<file path="config.mk">
export PLATFORM = sky130hd
export DESIGN_NAME = mc_control_unit
export DESIGN_NICKNAME = d
export VERILOG_FILES = /design/src/rtl/mc_control_unit.sv
export SDC_FILE = /design/constraint.sdc
export NUM_CORES = 1
export LEC_CHECK = 0
export CORE_MARGIN = 3
export CORE_UTILIZATION = 44
export CTS_CLUSTER_DIAMETER = 100
export CTS_CLUSTER_SIZE = 40
export DETAILED_ROUTE_END_ITERATION = 10
export PLACE_DENSITY = 0.86
export REMOVE_ABC_BUFFERS = 1
export SKIP_LAST_GASP = 1
export SYNTH_ARGS = -nofsm -noshare
export SYNTH_HDL_FRONTEND = slang
export SYNTH_SLANG_ARGS = --single-unit
</file>
<file path="constraint.sdc">
create_clock -name clk -period 4.4 [get_ports clk]
set_input_delay 0.88 -clock clk [delete_from_list [all_inputs] [get_ports clk]]
set_output_delay 0.88 -clock clk [all_outputs]
set_load 0.1 [all_outputs]
</file>
<file path="src/rtl/mc_control_unit.sv">
// Multi-cycle MIPS control FSM: sequences fetch/decode/execute and drives the
// PC write controls plus every datapath select and enable, decoded from state.
module mc_control_unit #(
   parameter bit EXC_ON_ILLEGAL = 1'b1
) (
   input  logic       clk,
   input  logic       reset_n,
   input  logic [5:0] opcode,
   input  logic       mem_ready,
   output logic       pc_write,
   output logic       pc_write_cond,
   output logic       pc_write_cond_ne,
   output logic [1:0] pc_source,
   output logic       iord,
   output logic       mem_read,
   output logic       mem_write,
   output logic       ir_write,
   output logic       reg_dst,
   output logic       mem_to_reg,
   output logic       reg_write,
   output logic       alu_src_a,
   output logic [1:0] alu_src_b,
   output logic [1:0] alu_op,
   output logic       illegal_op
);

   localparam logic [5:0] OP_RTYPE = 6'h00;
   localparam logic [5:0] OP_LW    = 6'h23;
   localparam logic [5:0] OP_SW    = 6'h2B;
   localparam logic [5:0] OP_BEQ   = 6'h04;
   localparam logic [5:0] OP_BNE   = 6'h05;
   localparam logic [5:0] OP_J     = 6'h02;
   localparam logic [5:0] OP_ADDI  = 6'h08;

   typedef enum logic [3:0] {
      S_RST      = 4'd0,
      S_FETCH    = 4'd1,
      S_DECODE   = 4'd2,
      S_MEMADR   = 4'd3,
      S_MEMRD    = 4'd4,
      S_MEMWB    = 4'd5,
      S_MEMWR    = 4'd6,
      S_RTYPE_EX = 4'd7,
      S_RTYPE_WB = 4'd8,
      S_ADDI_EX  = 4'd9,
      S_ADDI_WB  = 4'd10,
      S_BEQ      = 4'd11,
      S_BNE      = 4'd12,
      S_JUMP     = 4'd13,
      S_EXC      = 4'd14
   } state_t;

   state_t state_reg;
   logic   illegal_reg;

   always_ff @(posedge clk or negedge reset_n) begin
      if (!reset_n) begin
         state_reg   <= S_RST;
         illegal_reg <= 1'b0;
      end else begin
         case (state_reg)
            S_RST:      state_reg <= S_FETCH;
            S_FETCH:    if (mem_ready) state_reg <= S_DECODE;
            S_DECODE: begin
               case (opcode)
                  OP_RTYPE:     state_reg <= S_RTYPE_EX;
                  OP_LW, OP_SW: state_reg <= S_MEMADR;
                  OP_BEQ:       state_reg <= S_BEQ;
                  OP_BNE:       state_reg <= S_BNE;
                  OP_J:         state_reg <= S_JUMP;
                  OP_ADDI:      state_reg <= S_ADDI_EX;
                  default: begin
                     // illegal_op becomes visible in the EXC cycle itself
                     if (EXC_ON_ILLEGAL) begin
                        state_reg   <= S_EXC;
                        illegal_reg <= 1'b1;
                     end else begin
                        state_reg <= S_FETCH;
                     end
                  end
               endcase
            end
            S_MEMADR:   state_reg <= (opcode == OP_LW) ? S_MEMRD :
                                     (opcode == OP_SW) ? S_MEMWR : S_FETCH;
            S_MEMRD:    if (mem_ready) state_reg <= S_MEMWB;
            S_MEMWR:    if (mem_ready) state_reg <= S_FETCH;
            S_RTYPE_EX: state_reg <= S_RTYPE_WB;
            S_ADDI_EX:  state_reg <= S_ADDI_WB;
            // write-back, branch, jump, EXC and the unused code all retire to FETCH
            default:    state_reg <= S_FETCH;
         endcase
      end
   end

   always_comb begin
      pc_write         = 1'b0;
      pc_write_cond    = 1'b0;
      pc_write_cond_ne = 1'b0;
      pc_source        = 2'b00;
      iord             = 1'b0;
      mem_read         = 1'b0;
      mem_write        = 1'b0;
      ir_write         = 1'b0;
      reg_dst          = 1'b0;
      mem_to_reg       = 1'b0;
      reg_write        = 1'b0;
      alu_src_a        = 1'b0;
      alu_src_b        = 2'b00;
      alu_op           = 2'b00;
      case (state_reg)
         S_FETCH: begin
            mem_read  = 1'b1;
            alu_src_b = 2'b01;
            ir_write  = mem_ready;
            pc_write  = mem_ready;
         end
         S_DECODE:   alu_src_b = 2'b11;
         S_MEMADR: begin
            alu_src_a = 1'b1;
            alu_src_b = 2'b10;
         end
         S_MEMRD: begin
            mem_read = 1'b1;
            iord     = 1'b1;
         end
         S_MEMWB: begin
            reg_write  = 1'b1;
            mem_to_reg = 1'b1;
         end
         S_MEMWR: begin
            mem_write = 1'b1;
            iord      = 1'b1;
         end
         S_RTYPE_EX: begin
            alu_src_a = 1'b1;
            alu_op    = 2'b10;
         end
         S_RTYPE_WB: begin
            reg_write = 1'b1;
            reg_dst   = 1'b1;
         end
         S_ADDI_EX: begin
            alu_src_a = 1'b1;
            alu_src_b = 2'b10;
         end
         S_ADDI_WB:  reg_write = 1'b1;
         S_BEQ: begin
            alu_src_a     = 1'b1;
            alu_op        = 2'b01;
            pc_source     = 2'b01;
            pc_write_cond = 1'b1;
         end
         S_BNE: begin
            alu_src_a        = 1'b1;
            alu_op           = 2'b01;
            pc_source        = 2'b01;
            pc_write_cond_ne = 1'b1;
         end
         S_JUMP: begin
            pc_write  = 1'b1;
            pc_source = 2'b10;
         end
         S_EXC: begin
            pc_write  = 1'b1;
            pc_source = 2'b11;
         end
         default: ;
      endcase
   end

   assign illegal_op = illegal_reg;

endmodule

</file>
# After elaboration in Yosys (flattened, before gate mapping)
# Cells that the tools add are included.
# word_totals
wordCells	59
out_inout_bits	18
inputBits	9
reg_bits	5
# op_classes
reduce_logical	12
n_mux	21
eq_ne	23
bitwise_logic	1
# op_table
cell	n
== test 4 bit, second input constant	7
one-hot mux 4 bit (7 select lines)	1
one-hot mux 4 bit (6 select lines)	1
== test 4 x 3 -> 1 bit, second input constant	4
== test 6 x 3 -> 1 bit, second input constant	2
== test 6 bit, second input constant	2
2-to-1 mux 4 bit	3
one-hot mux 2 bit (3 select lines)	2
OR reduction 2 bit	6
2-to-1 mux 1 bit	10
== test 4 x 2 -> 1 bit, second input constant	2
OR reduction 7 bit	1
== test 6 x 2 -> 1 bit, second input constant	1
== test 6 x 4 -> 1 bit, second input constant	1
zero test 6 bit	1
2-to-1 mux 3 bit	2
!= test 2 bit, second input constant	3
OR reduction 5 bit	1
== test 4 x 1 -> 1 bit, second input constant	1
one-hot mux 2 bit (2 select lines)	1
AND reduction 3 bit	1
OR reduction 3 bit	1
one-hot mux 1 bit (2 select lines)	1
AND reduction 2 bit	1
inverter 1 bit	1

# Logic depth before layout (Yosys ltp)
# depth
depth_word	4
ltp_mapped	5
ltp_nobuf	4

# Worst setup path before layout
# Ideal clock, no wire load.
# synth_path
path_kind	register to output
from	register state_reg[3]
to	output mem_write
required_time_ns	3.520
slack_ns	0.615
path_buffers	0
t_arrival_ns	2.905
path_stages_with_launch	4
cell_sequence	dfrtp_1 -> nand2b_1 -> nor2_1 -> and2_1
# synth_via
elab_chain_len	2
# synth_rtl
item	line_no	text
start: declaration	53	state_t state_reg;
start signal: assignment	83	S_MEMADR: state_reg <= (opcode == OP_LW) ? S_MEMRD :
== test 4 x 3 -> 1 bit	110	case (state_reg)
2-to-1 mux 1 bit	110	
end: declaration	16	output logic mem_write,
# Every way passes these cells.

# Final worst setup path
# layout_path
from	register state_reg[0]
to	output pc_source[1]
# layout_via
elab_chain_len	3
elab_cells_between_ends	6
cone_classes	eq/ne: 4; mux: 1; reduce/logical: 1
# layout_rtl
item	line_no	text
== test 4 bit	110	
OR reduction 2 bit (no line)	n/a	
one-hot mux 2 bit (3 select lines) (*)	110	
end: declaration	13	output logic [1:0] pc_source,
# Every way passes the cells marked *; elsewhere a longest branch is shown, timed or not.

==> metrics.txt <==
Die ar.=1880 µm²; I/O Buffers=26; FP Rows=12; Resize count post-CTS=0; Setup CP Type=reg2out; status=completed; crit-path cells=or2b_1, and2_1, nor2_1, clkdlybuf4s50_1; Worst Skew=0.00208 ns; Synth cell types=39; Setup crit start kind=flop; Seq. cell area=125 µm²; Hold-fix buffers, CTS=0; Critical Path AT=2.59 ns; Multi-input gate area=460 µm²; final hold vios=0; Yosys reg bits=5; crit-path max cell delay=1.15 ns; Final Max Tran Viols=0; crit end category=output port; DR iter-0 viols=25; vias in the first global route=705; Worst path slowest cell=clkdlybuf4s50_1; period utilisation layout=0.789; H-tree levels=1; top cells by area, synth=dfrtp_1 20%, nor2_1 10%, a21oi_1 4.9%, nand2_1 4.9%, nand2b_1 4.1%; CTS tree=built; leading area contributor after synthesis=dfrtp_1; Wirelength per Cell=14.6 µm; clock slew at reported path FFs=0.05 ns; Worst-Margin Slew=0.985 ns; Routed WL=1.87 mm; Worst Hold Depth=1; Yosys warning count=0; overall global routing resource usage=0.208; first-pass GRT wire length=3.11 mm; Req. time, crit path=3.52 ns; diode count=0; DRT Pass-1 Iters=4; # Post-CTS Setup Buffers=0; area grow syn2layout=44.3%; Longest Clk Path Bufs=2; Top-Level Pins=27; filler cell count in the final layout=104; Reg-to-Reg End=state_reg[0]$_DFFE_PN0P_; nets@finish=124; largest net degree at the start of global routing=17; post-route ant nets=0; Num CTS Buffers=3; Top FF cell, synth=dfrtp_1; Buf/Inv on CP=1; Sink Count=5; hpwl dp=1.46 mm; max_cap viols=0; Slew HR=0.341; RR Startpoint=state_reg[1]$_DFFE_PN0P_; drt drc=0; Via Count=757; Hold EP=illegal_op$_DFFE_PN0P_; setup TNS=0 ns; post-synthesis average cell area=6.92 µm²; vias per cell=5.91; clk_lat worst skew=0.24 ns; Seq/Total Area, Yosys=0.203; CP Max Fanout=15; Root Buffer=clkbuf_4; die height=43.4 µm; FFs w/ async S/R, synth=1.00; max reg flops=4; Congestion Overflow GR=0; Setup-failing EPs final=0; gpl congestion=0.869; Starting Density=0.512; Core Box Area=1200 µm²; reg2reg path depth=4; Worst R2R Setup Slack=2.66 ns; number of antenna violations at the first check in global routing=0; HP Start=illegal_op$_DFFE_PN0P_; Fmax achieved=288 MHz; Hold/Removal Path Class=reg2reg; EDFF count, synth=0; Post-Syn Area=616 µm²; top-area cell type share of the netlist area=0.203; share of cells above drive strength 1=0.0965; Chip Width=43.4 µm; crit path time final=3.47 ns; unrepaired setup endpoints after global routing=no; delay-heaviest family, CP=buffers and inverters; Cells after Synth=89
==> layer usage <==
metal / vias up / track usage / part of all wire
li1: 378 / - / -
met3: 2 / 0.0166 / 0.026
met1: 357 / 0.284 / 0.45
met5: - / 0 / 0
met4: 0 / 0.0542 / 0.0091
met2: 20 / 0.351 / 0.52
==> cell usage in the layout (no fill, tap or decap), drive strengths merged, types with 2 or more instances in the layout <==
master          n
nor2           17
nor3            2
nand2b          4
o22ai           3
clkbuf          3
clkdlybuf4s50  22
o21ai           3
dfrtp           5
or2             2
nor3b           2
buf             4
inv             2
a32oi           2
nand2           8
and3            2
nor2b           3
and2            2
o21a            2
a21oi           6
nand3           2
==> stage by stage <==
stage	instances	setup slack [ns]	utilization	hold slack, ns	area [µm²]
final	128	0.926	0.740	0.477	888
after global routing	128	0.776	0.740	0.515	888
after CTS	128	0.944	0.740	0.485	888
after detailed placement	124	1.20	0.717	0.457	861
after global placement	124	1.23	0.717	0.453	861
after floorplan	84	0.478	-	0.584	593
==> synthesized netlist by cell type (all sizes together) (2+ instances only) <==
library cell  number
a21oi              6
a32oi              2
and2               2
and3               2
buf                2
clkbuf             3
dfrtp              5
inv                2
nand2              8
nand2b             4
nand3              2
nor2              17
nor2b              3
nor3               2
nor3b              2
o21a               2
o21ai              3
o22ai              3
or2                2
==> worst register-to-register path: cells and delay by family, from the launching register on <==
family	cells	cell delay (ns)
AO/OA/AOI/OAI	3	0.77
flip-flops	1	0.54
AND/OR/NAND/NOR	1	0.32
==> worst max path at each step <==
stage	endpoint	cells after the start	slack, ns	startpoint
6_report	pc_source[1]	4	0.93	state_reg[0]$_DFFE_PN0P_
2_1_floorplan	mem_write	3	0.48	state_reg[3]$_DFFE_PN0P_
4_1_cts	alu_src_b[0]	4	0.94	state_reg[0]$_DFFE_PN0P_
3_3_place_gp	alu_src_b[0]	4	1.23	state_reg[0]$_DFFE_PN0P_
5_1_grt	alu_src_b[0]	4	0.78	state_reg[0]$_DFFE_PN0P_
3_5_place_dp	alu_src_b[0]	4	1.20	state_reg[0]$_DFFE_PN0P_
==> layout make-up <==
class,instances,share of cell area
clock buffer,3,0.0254
inverter,2,0.00845
clock inverter,1,0.00563
sequential,5,0.141
timing repair buffer,26,0.282
multi-input combinational,77,0.518
tap,14,0.0197
==> cells by family after synthesis <==
| kind of cell | synth area share |
|---|---|
| adders and majority gates | 0.0163 |
| and+or+nand+nor | 0.417 |
| AOI/OAI and AO/OA | 0.285 |
| DFF | 0.203 |
| xor gates and xnor gates | 0.0142 |
| buffers and inverters | 0.0488 |
| muxes | 0.0163 |
Power is not shown: default switching activity piles up to over one toggle a cycle in this logic, so the estimate is an artifact.
